`config.mk`:
```
export PLATFORM = sky130hd
export DESIGN_NAME = ex_mem_reg
export DESIGN_NICKNAME = d
export VERILOG_FILES = /design/src/rtl/ex_mem_reg_pkg.sv /design/src/rtl/ex_mem_reg_perf.sv /design/src/rtl/ex_mem_reg.sv
export SDC_FILE = /design/constraint.sdc
export NUM_CORES = 1
export LEC_CHECK = 0
export ABC_CLOCK_PERIOD_IN_PS = 13700
export BUFFER_PORTS_ARGS = -buffer_cell sky130_fd_sc_hd__buf_2
export CELL_PAD_IN_SITES_DETAIL_PLACEMENT = 1
export CELL_PAD_IN_SITES_GLOBAL_PLACEMENT = 2
export CORE_ASPECT_RATIO = 1.75
export CORE_MARGIN = 1.5
export CORE_UTILIZATION = 31
export DETAILED_ROUTE_END_ITERATION = 7
export GPL_TIMING_DRIVEN = 0
export PLACE_DENSITY = 0.94
export SYNTH_ARGS = -nofsm -noshare
export SYNTH_HDL_FRONTEND = slang
export SYNTH_SLANG_ARGS = --single-unit
```
`constraint.sdc`:
```
create_clock -name clk -period 13.7 [get_ports clk]
set_clock_uncertainty 0.1 [all_clocks]
set_input_delay 0 -clock clk [delete_from_list [all_inputs] [get_ports clk]]
set_output_delay 0 -clock clk [all_outputs]
set_load 0.03 [all_outputs]
```
`src/rtl/ex_mem_reg_pkg.sv`:
```
// Shared definitions for the EX/MEM pipeline register.
// Holds the core-wide width/value constants, the stall-vector bit map and
// the per-edge operation decode shared by the stage register and its logic.
package ex_mem_reg_pkg;

  // Core-wide widths, named the way the rest of the pipeline refers to them.
  localparam int RegBus       = 32;
  localparam int RegAddrBus   = 5;
  localparam int DoubleRegBus = 64;

  // Common values.
  localparam logic [RegBus-1:0] ZeroWord     = 32'h0000_0000;
  localparam logic              Stop         = 1'b1;
  localparam logic              NoStop       = 1'b0;
  localparam logic              WriteEnable  = 1'b1;
  localparam logic              WriteDisable = 1'b0;

  // Controller stall vector layout: one bit per stage, pc at bit 0.
  localparam int STALL_W   = 6;
  localparam int STALL_EX  = 3;
  localparam int STALL_MEM = 4;

  // What the stage register does on a given clock edge.
  typedef enum logic [2:0] {
    OP_RESET  = 3'd0,
    OP_FLUSH  = 3'd1,
    OP_BUBBLE = 3'd2,
    OP_HOLD   = 3'd3,
    OP_PASS   = 3'd4
  } stage_op_e;

  // Priority: reset > flush > bubble > hold > pass.
  // Execute running while memory is stalled cannot come from a sane
  // controller; it falls through to pass so the pipeline keeps moving.
  function automatic stage_op_e decode_op(
    input logic               rst,
    input logic               flush,
    input logic [STALL_W-1:0] stall
  );
    stage_op_e op;
    if (rst)                                           op = OP_RESET;
    else if (flush)                                    op = OP_FLUSH;
    else if (stall[STALL_EX] == Stop &&
             stall[STALL_MEM] == NoStop)               op = OP_BUBBLE;
    else if (stall[STALL_EX] == Stop &&
             stall[STALL_MEM] == Stop)                 op = OP_HOLD;
    else                                               op = OP_PASS;
    return op;
  endfunction

endpackage

```
`src/rtl/ex_mem_reg_perf.sv`:
```
// Saturating bubble counter for performance debug.
// Latency: count visible the cycle after the increment request.
// Backpressure: none; sticks at all-ones instead of wrapping.
// Ports: clk, rst (sync, active-high), i_inc (count one bubble),
//        o_cnt (bubbles since reset).
module ex_mem_reg_perf #(
  parameter int W = 16
) (
  input  logic         clk,
  input  logic         rst,
  input  logic         i_inc,
  output logic [W-1:0] o_cnt
);

  logic [W-1:0] r_cnt;
  logic         w_sat;

  assign w_sat = (r_cnt == {W{1'b1}});

  always_ff @(posedge clk) begin
    if (rst) begin
      r_cnt <= '0;
    end else if (i_inc && !w_sat) begin
      r_cnt <= r_cnt + W'(1);
    end
  end

  assign o_cnt = r_cnt;

endmodule

```
`src/rtl/ex_mem_reg.sv`:
```
// EX/MEM pipeline register of the 5-stage MIPS core.
// Latency: one cycle from ex_* to mem_*; all outputs come straight from flops.
// Backpressure: stall[3]/stall[4] bubble or hold the stage; flush clears it.
// Ports:
//   clk, rst (sync, active-high), stall[5:0], flush
//   ex_*        execute result (valid, dest addr, wreg, wdata, whilo, hi, lo)
//   hilo_temp_i, cnt_i   madd/msub partial state from execute
//   mem_*       registered execute result for the memory stage
//   hilo_temp_o, cnt_o   partial state handed back to execute
//   bubble_cnt  saturating count of bubbles inserted since reset
module ex_mem_reg
  import ex_mem_reg_pkg::*;
#(
  parameter int DATA_W = 32,
  parameter int ADDR_W = 5,
  parameter int CNT_W  = 2,
  parameter int PERF_W = 16
) (
  input  logic                clk,
  input  logic                rst,
  input  logic [5:0]          stall,
  input  logic                flush,
  input  logic                ex_valid,
  input  logic [ADDR_W-1:0]   ex_wd,
  input  logic                ex_wreg,
  input  logic [DATA_W-1:0]   ex_wdata,
  input  logic                ex_whilo,
  input  logic [DATA_W-1:0]   ex_hi,
  input  logic [DATA_W-1:0]   ex_lo,
  input  logic [2*DATA_W-1:0] hilo_temp_i,
  input  logic [CNT_W-1:0]    cnt_i,
  output logic                mem_valid,
  output logic [ADDR_W-1:0]   mem_wd,
  output logic                mem_wreg,
  output logic [DATA_W-1:0]   mem_wdata,
  output logic                mem_whilo,
  output logic [DATA_W-1:0]   mem_hi,
  output logic [DATA_W-1:0]   mem_lo,
  output logic [2*DATA_W-1:0] hilo_temp_o,
  output logic [CNT_W-1:0]    cnt_o,
  output logic [PERF_W-1:0]   bubble_cnt
);

  stage_op_e w_op;

  logic                r_mem_valid;
  logic [ADDR_W-1:0]   r_mem_wd;
  logic                r_mem_wreg;
  logic [DATA_W-1:0]   r_mem_wdata;
  logic                r_mem_whilo;
  logic [DATA_W-1:0]   r_mem_hi;
  logic [DATA_W-1:0]   r_mem_lo;
  logic [2*DATA_W-1:0] r_hilo_temp;
  logic [CNT_W-1:0]    r_cnt;

  assign w_op = decode_op(rst, flush, stall);

  // Write enables are qualified by valid so a non-instruction can never
  // reach the register file or HI/LO, whatever execute left on the bus.
  always_ff @(posedge clk) begin
    case (w_op)
      OP_RESET, OP_FLUSH: begin
        r_mem_valid <= 1'b0;
        r_mem_wd    <= '0;
        r_mem_wreg  <= WriteDisable;
        r_mem_wdata <= '0;
        r_mem_whilo <= WriteDisable;
        r_mem_hi    <= '0;
        r_mem_lo    <= '0;
        r_hilo_temp <= '0;
        r_cnt       <= '0;
      end
      OP_BUBBLE: begin
        // Execute stalled itself mid madd/msub: send nothing downstream but
        // keep its partial product so the second cycle can finish it.
        r_mem_valid <= 1'b0;
        r_mem_wd    <= '0;
        r_mem_wreg  <= WriteDisable;
        r_mem_wdata <= '0;
        r_mem_whilo <= WriteDisable;
        r_mem_hi    <= '0;
        r_mem_lo    <= '0;
        r_hilo_temp <= hilo_temp_i;
        r_cnt       <= cnt_i;
      end
      OP_HOLD: begin
        r_mem_valid <= r_mem_valid;
        r_mem_wd    <= r_mem_wd;
        r_mem_wreg  <= r_mem_wreg;
        r_mem_wdata <= r_mem_wdata;
        r_mem_whilo <= r_mem_whilo;
        r_mem_hi    <= r_mem_hi;
        r_mem_lo    <= r_mem_lo;
        r_hilo_temp <= r_hilo_temp;
        r_cnt       <= r_cnt;
      end
      default: begin
        r_mem_valid <= ex_valid;
        r_mem_wd    <= ex_wd;
        r_mem_wreg  <= ex_wreg & ex_valid;
        r_mem_wdata <= ex_wdata;
        r_mem_whilo <= ex_whilo & ex_valid;
        r_mem_hi    <= ex_hi;
        r_mem_lo    <= ex_lo;
        r_hilo_temp <= '0;
        r_cnt       <= '0;
      end
    endcase
  end

  // Flushes are not bubbles; only the execute-only stall is counted.
  ex_mem_reg_perf #(
    .W (PERF_W)
  ) u_perf (
    .clk   (clk),
    .rst   (rst),
    .i_inc (w_op == OP_BUBBLE),
    .o_cnt (bubble_cnt)
  );

  assign mem_valid   = r_mem_valid;
  assign mem_wd      = r_mem_wd;
  assign mem_wreg    = r_mem_wreg;
  assign mem_wdata   = r_mem_wdata;
  assign mem_whilo   = r_mem_whilo;
  assign mem_hi      = r_mem_hi;
  assign mem_lo      = r_mem_lo;
  assign hilo_temp_o = r_hilo_temp;
  assign cnt_o       = r_cnt;

endmodule

```
-- After elaboration in Yosys (flattened, before gate mapping)
Cells that the tools add are included.
- bits in writable memories: 0
- word-level logic and storage cells: 37
- memories: 0
- ROM bits: 0
- input port bits: 179
- bits in latches: 0
- flip-flop bits (word level): 186
- bitwise operators: 3
- order comparisons: 0
- add/subtract/negate cells: 1
- reductions and logical operators: 6
- $mul: 0
- div/mod/pow operators: 0
- shift-type cells: 0
- muxes and demuxes: 13
- eq/ne operators: 4
- operators by type and width (cell ; number):
    $pmux W32 S2 ; 3
    $pmux W64 S2 ; 1
    $add A16 B1 Y16 const B ; 1
    $eq A16 B16 Y1 const B ; 1
    $mux W3 ; 4
    $pmux W5 S2 ; 1
    $eq A3 B2 Y1 const B ; 2
    $pmux W1 S2 ; 3
    $pmux W2 S2 ; 1
    $eq A3 B1 Y1 const B ; 1
    $logic_and A1 B1 Y1 ; 3
    $logic_not A3 Y1 ; 1
    $reduce_or A3 Y1 ; 1
    $and A1 B1 Y1 ; 2
    $logic_not A1 Y1 ; 1
    $not A1 Y1 ; 1

-- Longest topological paths before layout
Gate-level depths: netlist (run 1).
- word-level depth: 8
- mapped depth: 6
- depth with buffers taken out: 5

-- Cells and area by module
From an unflattened synthesis (run 1), not the netlist that was laid out.
- cell total of the unflattened synthesis: 484
- area, all modules: 7552.2 sq um
- modules (own cells, without submodules) (module ; area an instance (sq um) ; cells an instance ; instances):
    ex_mem_reg ; 6718.9 ; 388 ; 1
    ex_mem_reg_perf ; 833.3 ; 96 ; 1

-- Worst setup path after synthesis (run 1)
No wires, ideal clock.
- path kind: input to register
- start: input rst
- end: register r_cnt[0], in the netlist cnt_o[0], enable pin
- setup slack: 7.426 ns
- data arrival time: 4.352 ns
- required time: 11.777 ns
- stages: 4
- cells stage by stage: clkbuf_1 nor2_1 clkbuf_1 nand3_1
- cells in the longest elaborated chain, start to end: 2
- RTL lines (what ; RTL line ; text):
    from (decl) ; ex_mem_reg.sv:20 ; input logic rst,
    $mux W3 ; ex_mem_reg_pkg.sv:41 ; if (rst) op = OP_RESET;
    $eq A3 B2 Y1 ; ex_mem_reg.sv:61 ; case (w_op)
    to (signal assigned) ; ex_mem_reg.sv:84 ; r_cnt <= cnt_i;
    to (signal assigned) ; ex_mem_reg.sv:95 ; r_cnt <= r_cnt;
    to (decl) ; ex_mem_reg.sv:54 ; logic [CNT_W-1:0] r_cnt;
Every way passes these cells.
A chain may end at the register's enable or synchronous reset.

-- Worst setup path after layout (run 1)
- start: input rst
- end: register r_hilo_temp[54], in the netlist hilo_temp_o[54], enable pin
- cells in the longest elaborated chain, start to end: 2
- RTL lines (what ; RTL line ; text):
    $mux W3 ; ex_mem_reg_pkg.sv:41 ;
    $eq A3 B2 Y1 ; ex_mem_reg.sv:61 ;
    to (signal assigned) ; ex_mem_reg.sv:83 ; r_hilo_temp <= hilo_temp_i;
    to (signal assigned) ; ex_mem_reg.sv:94 ; r_hilo_temp <= r_hilo_temp;
    to (decl) ; ex_mem_reg.sv:53 ; logic [2*DATA_W-1:0] r_hilo_temp;
Every way passes these cells.

==> impl_metrics.ini, run 1 <==
[finish]
num-nets-final = 1206
num-fill-cells = 2486
seq_area_um2 = 5430
final_area_um2 = 11700
multi_input_area_um2 = 1580
drive_gt1_share_pct = 37.8
syn2layout_area_growth_pct = 63.8
final_cell_mix = buf_2 (361), dlygate4sd3_1 (176), edfxtp_1 (170), and3_1 (104), and2_1 (69)
final_common_cell = buf_2

[timing]
period_share_pct = 20.7
layout_setup_ws_ps = 10860
fin_crit_ps = 2840
slew_violations = 0
rsz0062_at_grt = no
whs_ps = 103
worst_pin_slew_ps = 758
setup_viol = 0
finalHoldViolations = 0
finalSetupTns_ps = 0
clock.fmax_mhz = 353
slew_headroom_pct = 49.4

[global_route]
grtUsageMet3_pct = 5.45
grt_overflow = 0
grt_first_pass_wirelength_mm = 43.4
busiest_layer = met2
grt_max_degree = 68
grt_use_met1_pct = 24.7
antenna_found_initial = 2
gr-usage-all-layers_pct = 24.8
met2_usage_pct = 46.7
grt_pass1_vias = 6955

[cts]
ctsResizeCount = 0
root_buffer = clkbuf_16
cts_buffers = 17
tritoncts = built
path_clk_slew_ps = 70
cts.sinks = 186
clk_latency_ps = 440
ctsHtreeMaxLevel = 4
clk_path_buf_depth = 2

[setup_path]
worstPathArrival_ps = 2880
endpoint_kind = register
crit_required_ps = 13750
crit_fanout = 67
critPathLaunchType = primary input
worstSetupPathType = primary input to register

[die]
core_um2 = 22700
dieArea_um2 = 24000
num_rows = 73
die_x_um = 118
start_util_pct = 31.5
fp.dieH_um = 204
ioPinCount = 365

[place]
dpl-instance-area_um2 = 9380
place_ws_ps = 10940
gp_congestion = 0.825
port_buffers = 360
dp_hpwl_mm = 17.7

[synthesis]
netlist_instances = 469
yosys.area.top_type = edfxtp_1
ys_ff_latch = 186
avgSynthCellArea_um2 = 15.2
synth_fp_nets = 649
synth_area_um2 = 7130
ys_seq_area_share_pct = 76.1
synth_cell_types = 32
yosysTopAreaCellShare_pct = 71.6
synthTopCellsByArea = edfxtp_1 (72%), and3_1 (9.1%), and2_1 (6.1%)
yosysWarnings = 0

[routing]
drtIter0Drc = 349
dr.pass1.iters = 4
vias = 6335
route.detailed.drc = 0
via_per_inst = 4.72
wl_per_cell_um = 22.4
routed_wirelength_mm = 30.1
ant_nets = 0

[run]
cap_violations = 0

[power_and_ir_drop]
power_density_nw_per_um2 = 113
peakVddDrop_uv = 77.9
p_leak_nw = 5.74

[worst_hold_path]
hold_class = primary input to register

[status]
outcome = complete, no violations
[cell families (layout without fill, tap and decap cells)]
kind of cell             count (synthesis)  count (layout)  synth area share, %
AO/OA/AOI/OAI                           30              30                 2.67
buffers and inverters                   36             606                 1.91
AND/OR/NAND/NOR                        214             214                 18.9
flip-flops                             186             186                 76.1
adder cells (fa/ha/maj)                  1               1                0.175
multiplexers                             2               2                0.298
other                                    0               2                    0
[flip-flops by register name, summed over array words and instances (netlist names)]
| register | flops |
|---|---|
| cnt_o | 2 |
| mem_wd | 5 |
| mem_whilo | 1 |
| mem_wreg | 1 |
| mem_wdata | 32 |
| mem_lo | 32 |
| mem_valid | 1 |
| u_perf.o_cnt | 16 |
| mem_hi | 32 |
| hilo_temp_o | 64 |
[stage by stage]
step,util [%],total power [mW],std cells
5_1_grt,51.6,1.36,1341
4_1_cts,51.5,1.31,1339
3_3_place_gp,41.1,0.809,1129
3_5_place_dp,41.4,0.810,1131
2_1_floorplan,-,0.748,469
6_report,51.6,1.32,1341
[path summary, 6_finish.rpt]
| kind | to | slack (ps) | start | cells after the start |
|---|---|---|---|---|
| worst max register to register | u_perf.o_cnt[4] | 11240 | u_perf.o_cnt[0] | 6 |
| worst max-delay path | hilo_temp_o[54] | 10860 | rst | 7 |
| worst min register to register | u_perf.o_cnt[11] | 420 | u_perf.o_cnt[11] | 2 |
| worst min-delay path | u_perf.o_cnt[6] | 100 | stall[4] | 5 |
[critical path, stage by stage]
cell and delay, ps:
dlygate4sd3_1 530, buf_2 140, clkbuf_1 220, nor2_1 300
clkbuf_1 470, nand3_4 660, buf_16 480
[layout make-up]
class	instances	area share (%)
antenna	2	0.0429
sequential	186	46.5
clock inverter	13	0.889
buffer	34	1.10
clock buffer	19	3.71
multi-input combinational	247	13.5
inverter	2	0.0643
timing repair buffer	538	31.0
tap	300	3.21
[timing repair]
| item | 4_1_cts | 5_1_grt |
|---|---|---|
| buffers inserted | 0 | 0 |
| hold buffers | 176 | 0 |
| endpoints found under the hold margin | 174 | 0 |
[synthesized netlist by cell type]
library cell  count
edfxtp_1        170
and3_1          104
and2_1           69
clkbuf_1         33
dfxtp_1          16
a21oi_1          14
or4_1             9
o31ai_1           8
nand3_1           6
nand2_1           5
nor2_1            5
nand4_1           3
nor3_1            3
o21ai_1           3
a211oi_1          2
inv_1             2
or3_1             2
a311oi_1          1
and4_1            1
buf_2             1
ha_1              1
mux2_1            1
mux2i_1           1
nand2b_1          1
nand3b_1          1
nand4_2           1
nor2b_1           1
nor4_1            1
nor4b_4           1
o211ai_2          1
o41ai_1           1
or4b_1            1
[power by group]
group / internal (mW) / switching [mW] / total, mW
combinational: 0.0785 / 0.113 / 0.192
sequential: 0.646 / 0.0104 / 0.656
clock: 0.248 / 0.223 / 0.471
total: 0.973 / 0.347 / 1.32
[layer usage]
| layer | vias up | part of all wire (%) |
|---|---|---|
| met2 | 281 | 56 |
| met5 | - | 0 |
| met3 | 77 | 4.7 |
| li1 | 2882 | - |
| met1 | 3095 | 35 |
| met4 | 0 | 4.9 |
No activity file was read; power rests on OpenSTA's default activity.
==> run 2: changes to the inputs <==
--- a/config.mk
+++ b/config.mk
@@ -5,16 +5,16 @@
 export SDC_FILE = /design/constraint.sdc
 export NUM_CORES = 1
 export LEC_CHECK = 0
-export ABC_CLOCK_PERIOD_IN_PS = 13700
+export ABC_CLOCK_PERIOD_IN_PS = 2740
 export BUFFER_PORTS_ARGS = -buffer_cell sky130_fd_sc_hd__buf_2
 export CELL_PAD_IN_SITES_DETAIL_PLACEMENT = 1
 export CELL_PAD_IN_SITES_GLOBAL_PLACEMENT = 2
 export CORE_ASPECT_RATIO = 1.75
 export CORE_MARGIN = 1.5
-export CORE_UTILIZATION = 31
+export CORE_UTILIZATION = 28
 export DETAILED_ROUTE_END_ITERATION = 7
 export GPL_TIMING_DRIVEN = 0
-export PLACE_DENSITY = 0.94
+export PLACE_DENSITY = 0.86
 export SYNTH_ARGS = -nofsm -noshare
 export SYNTH_HDL_FRONTEND = slang
 export SYNTH_SLANG_ARGS = --single-unit
==> constraint.sdc (replaced) <==
create_clock -name clk -period 2.74 [get_ports clk]
set_clock_uncertainty 0.1 [all_clocks]
set_input_delay 0 -clock clk [delete_from_list [all_inputs] [get_ports clk]]
set_output_delay 0 -clock clk [all_outputs]
set_load 0.03 [all_outputs]
==> run 2 against run 1 <==
Non-clock buffer count decreased by 2. Sequential share of layout area up 0.090 points. Largest power group unchanged. Via count down 1.6%. Largest cell class unchanged. Die area up 10%. Utilization is 5.2 points lower. Register-to-register slack got worse by 11000 ps. Flip-flop and latch count is the same. Final cell count increased by 1.1%. Count of clock-buffer cells in the layout grew 1. Routed wire length shrank 10%.
==> impl_metrics.ini, run 2 (synthesis results as in run 1) <==
[finish]
final_common_cell = buf_2
drive_gt1_share_pct = 37.9
stdcell_count = 1356
syn2layout_area_growth_pct = 63.5
largest_reg_flops = 64
num-nets-final = 1204
seq_area_um2 = 5430
multi_input_area_um2 = 1580
num-fill-cells = 2783
final_cell_mix = buf_2 (361), dlygate4sd3_1 (174), edfxtp_1 (170), and3_1 (104), and2_1 (69)

[worst_hold_path]
hold_class = primary input to register
hold_depth = 4
min_to = u_perf.o_cnt[5]
hold_path.startpoint = flush

[routing]
vias = 6232
dr.pass1.iters = 4
via_per_inst = 4.60
routed_wirelength_mm = 27.1
wl_per_cell_um = 20.0
drtIter0Drc = 273
ant_nets = 0
route.detailed.drc = 0

[global_route]
grt_pass1_vias = 6949
grt_overflow = 0
gr-usage-all-layers_pct = 20.5
grt_max_degree = 67
antenna_found_initial = 7
grt_first_pass_wirelength_mm = 39.7

[timing]
clock.fmax_mhz = 407
setup_viol = 0
finalHoldViolations = 0
worst_pin_slew_ps = 879
finalSetupTns_ps = 0
layout_setup_ws_ps = 284
fin_crit_ps = 2460
slew_violations = 0
period_share_pct = 89.6
slew_headroom_pct = 41.4
rsz0062_at_grt = no
whs_ps = 5.33

[cts]
cts_buffers = 17
tritoncts = built
clk_latency_ps = 450
path_clk_slew_ps = 70
root_buffer = clkbuf_16
cts.sinks = 186
ctsHtreeMaxLevel = 4
cts_setup_buffers = 0
clk_path_buf_depth = 2

[setup_path]
r2r-end = u_perf.o_cnt[4]
r2r_slack_ps = 410
endpoint_kind = register
crit_required_ps = 3010
crit_fanout = 9
path_cells = buf_2 -> dlygate4sd3_1 -> nor4b_4 -> dlygate4sd3_1 -> nand3_1 -> or4_1 -> a21oi_1
worstPathArrival_ps = 2730
rr_worst_depth = 6
slowest_delay_ps = 700
cp.depth = 7
critPathLaunchType = primary input
path_buf_inv = 3
worstReg2RegStart = u_perf.o_cnt[0]
worstSetupPathType = primary input to register
critPathSlowestCell = dlygate4sd3_1
cpLargestDelayFamily = buffers and inverters
crit_top_cell = dlygate4sd3_1

[power_and_ir_drop]
p_leak_nw = 5.72
fin_total_pwr_mw = 6.47
peakVddDrop_uv = 365
power_density_nw_per_um2 = 555

[place]
dp_hpwl_mm = 17.5
port_buffers = 360
dp.cells = 1147
gp_congestion = 0.808
place_ws_ps = 264

[die]
start_util_pct = 28.4
die_x_um = 124
core_um2 = 25100
ioPinCount = 365
num_rows = 77
dieArea_um2 = 26500
fp.dieH_um = 214

[run]
cap_violations = 0

[status]
outcome = complete, no violations
==> run 2: cell count changes in the layout (fill, tap and decap cells not counted) <==
| cell | delta |
|---|---|
| bufinv_16 | -1 |
| clkbuf_2 | +1 |
| clkinv_4 | -2 |
| diode_2 | +1 |
| dlygate4sd3_1 | -2 |
| inv_6 | +2 |
==> run 2: repair_timing <==
item / CTS / global route
resized for setup: 0 / 0
hold buffers: 174 / 0
hold endpoints to repair: 171 / 0
==> run 2: layout make-up <==
class,instances,share of cell area [%]
clock buffers,20,3.75
repair buffers,536,30.9
plain buffers,34,1.12
diodes,3,0.0644
flip-flops and latches,186,46.5
well taps,316,3.39
multi-input cells,247,13.6
clock inverters,12,0.633
inverters,2,0.0644
==> run 2: stage by stage <==
step           area [um2]  util [%]
6_report            11700      46.4
5_1_grt             11700      46.4
4_1_cts             11600      46.3
3_5_place_dp         9400      37.4
3_3_place_gp         9340      37.1
2_1_floorplan        7140         -
==> run 2: tightest hold or removal path, cell delays in order <==
cell	delay, ps
buf_2	120
or4b_1	190
or4_1	130
a21oi_1	60
==> run 2: worst max-delay path by stage <==
stage / start / to / slack (ps)
after detailed placement: rst / mem_hi[16] / 260
after floorplan: rst / cnt_o[0] / 80
final: rst / u_perf.o_cnt[7] / 280
after CTS: rst / u_perf.o_cnt[7] / 260
after global routing: rst / u_perf.o_cnt[7] / 150
after global placement: rst / mem_hi[14] / -1120
==> run 2: routing by layer <==
layer | part of all wire (%) | global-route usage (%)
met4 | 6.1 | 13.9
met3 | 4.4 | 4.18
met5 | 0 | 0
met2 | 54 | 37.0
met1 | 36 | 20.5
==> run 2: report_power, final <==
group          leakage (nW)  internal (mW)  total (mW)  switching, mW
sequential             2.13           3.23        3.27         0.0417
combinational          3.35          0.390       0.935          0.544
clock                 0.241           1.15        2.27           1.12
total                  5.72           4.77        6.47           1.70
==> run 3: changes to the inputs <==
--- a/config.mk
+++ b/config.mk
@@ -5,13 +5,14 @@
 export SDC_FILE = /design/constraint.sdc
 export NUM_CORES = 1
 export LEC_CHECK = 0
-export ABC_CLOCK_PERIOD_IN_PS = 2740
+export ABC_CLOCK_PERIOD_IN_PS = 2400
 export BUFFER_PORTS_ARGS = -buffer_cell sky130_fd_sc_hd__buf_2
 export CELL_PAD_IN_SITES_DETAIL_PLACEMENT = 1
 export CELL_PAD_IN_SITES_GLOBAL_PLACEMENT = 2
 export CORE_ASPECT_RATIO = 1.75
 export CORE_MARGIN = 1.5
 export CORE_UTILIZATION = 28
+export CTS_CLUSTER_SIZE = 10
 export DETAILED_ROUTE_END_ITERATION = 7
 export GPL_TIMING_DRIVEN = 0
 export PLACE_DENSITY = 0.86
==> constraint.sdc (replaced) <==
create_clock -name clk -period 2.4 [get_ports clk]
set_clock_uncertainty 0.1 [all_clocks]
set_input_delay 0 -clock clk [delete_from_list [all_inputs] [get_ports clk]]
set_output_delay 0 -clock clk [all_outputs]
set_load 0.03 [all_outputs]
==> run 3 against run 2 <==
Routed wire length decreased by 2.1%. Largest cell class unchanged. Critical endpoint is now u_perf.o_cnt[4]. Count of clock-buffer cells in the layout decreased by 3. Final cell count increased by 0.22%.
==> impl_metrics.ini, run 3 (synthesis results as in run 1) <==
[worst_hold_path]
min_to = u_perf.o_cnt[5]
hold_depth = 4
hold_path.startpoint = flush
hold_class = primary input to register

[routing]
via_per_inst = 4.60
drtIter0Drc = 337
routed_wirelength_mm = 26.5
dr.pass1.iters = 4
route.detailed.drc = 0
wl_per_cell_um = 19.5
ant_nets = 0
vias = 6248

[place]
gp_congestion = 0.839
dp_hpwl_mm = 17.3
port_buffers = 360

[cts]
cts.sinks = 186
clk_path_buf_depth = 2
ctsHtreeMaxLevel = 4
cts_buffers = 17
tritoncts = built
path_clk_slew_ps = 70
clk_latency_ps = 440
root_buffer = clkbuf_16

[power_and_ir_drop]
p_clk_share_pct = 37.3
peakVddDrop_uv = 391
power_frac_comb_pct = 14.0
switchingPower_mw = 1.97
p_leak_nw = 5.78
p_seq_share_pct = 48.6
netSwitchingFraction_pct = 25.8
p_int_mw = 5.69
power_density_nw_per_um2 = 650

[finish]
final_common_cell = buf_2
drive_gt1_share_pct = 38.8
largest_reg_flops = 64
final_core_util_pct = 46.9
syn2layout_area_growth_pct = 65.4
num-nets-final = 1205
final_cell_mix = buf_2 (361), dlygate4sd3_1 (174), edfxtp_1 (170), and3_1 (104), and2_1 (69)

[timing]
fin_crit_ps = 2160
rsz0062_at_grt = no
setup_viol = 0
slew_headroom_pct = 49.3
period_share_pct = 90.2
finalHoldViolations = 0
slew_violations = 0
finalSetupTns_ps = 0
clock.fmax_mhz = 462
worst_pin_slew_ps = 758

[run]
cap_violations = 0

[global_route]
antenna_found_initial = 4
gr-usage-all-layers_pct = 20.1
grt_overflow = 0
grt_max_degree = 67
grt_pass1_vias = 6864
grt_first_pass_wirelength_mm = 38.8

[die]
fp.dieH_um = 214
num_rows = 77
ioPinCount = 365
dieArea_um2 = 26500
die_x_um = 124
core_um2 = 25100
start_util_pct = 28.4

[setup_path]
r2r_slack_ps = 240
r2r-end = u_perf.o_cnt[4]
crit_fanout = 10
critPathLaunchType = register
slowest_delay_ps = 410
worstPathArrival_ps = 2390
cpLargestDelayFamily = simple AND/OR/NAND/NOR gates
path_buf_inv = 1
worstReg2RegStart = u_perf.o_cnt[0]
path_cells = ha_1 -> nand4_1 -> nor4_2 -> buf_2 -> nor3_1 -> mux2_1
crit_required_ps = 2630
startpoint = u_perf.o_cnt[0]
rr_worst_depth = 6
critPathSlowestCell = dfxtp_1
worstSetupPathType = register to register
endpoint_kind = register

[status]
outcome = complete, no violations
[run 3: cell count changes in the layout (fill, tap and decap cells not counted), sizes merged, moves of 2 or more]
| cell | previous run | this run |
|---|---|---|
| bufinv | 0 | 2 |
| clkbuf | 53 | 50 |
| clkinv | 6 | 4 |
| diode | 3 | 5 |
| inv | 5 | 7 |
[run 3: through the flow]
step | power (mW) | cell area (um2) | std cells | hold slack, ps | worst slack (ps)
2_1_floorplan | 4.26 | 7180 | 469 | 98.2 | -117
3_3_place_gp | 4.60 | 9380 | 1145 | 175 | -1130
3_5_place_dp | 4.62 | 9450 | 1148 | 181 | 125
4_1_cts | 7.73 | 11800 | 1354 | 0.929 | 102
5_1_grt | 7.92 | 11800 | 1358 | 31.7 | 43.8
6_report | 7.66 | 11800 | 1359 | 25.2 | 236
[run 3: worst max-delay path by stage]
stage / to / slack (ps) / cells past startpoint
floorplan: cnt_o[0] / -120 / 4
global placement: hilo_temp_o[26] / -1130 / 5
detailed placement: u_perf.o_cnt[4] / 120 / 6
CTS: u_perf.o_cnt[4] / 100 / 6
global route: u_perf.o_cnt[4] / 40 / 6
finish: u_perf.o_cnt[4] / 240 / 6
[run 3: what timing repair did]
item / CTS / global route
hold buffers: 174 / 0
setup buffers: 0 / 0
gates resized for setup: 0 / 1
endpoints found under the hold margin: 176 / 0
endpoints found under the setup margin: 0 / 2
[run 3: power by group through the flow]
stage,combinational (mW),sequential (mW),clock [mW]
after floorplan,0.121,4.14,0
after detailed placement,0.826,3.80,0
final,1.08,3.73,2.86
after global placement,0.805,3.79,0
after global routing,1.14,3.74,3.04
after CTS,1.06,3.73,2.94
[run 3: worst min-delay path, stage by stage]
cell and delay [ps]:
buf_2 150, or4b_1 180, or4_1 130, a21oi_1 50
[run 3: final cells by class]
cell class | count | area, um2
inverters | 2 | 7.51
flip-flops and latches | 186 | 5430
clock inverters | 15 | 161
clock buffers | 17 | 425
diodes | 5 | 12.5
well taps | 316 | 395
multi-input cells | 247 | 1600
plain buffers | 34 | 160
repair buffers | 537 | 3610
fillers | 2749 | 13400
[run 3: per-layer routing]
| layer | vias up | part of all wire [%] | GRT usage, % |
|---|---|---|---|
| met5 | - | 0 | 0 |
| met4 | 0 | 4.5 | 10.9 |
| met3 | 76 | 5.0 | 4.36 |
| met2 | 249 | 57 | 38.0 |
| met1 | 3042 | 34 | 19.5 |
| li1 | 2881 | - | - |
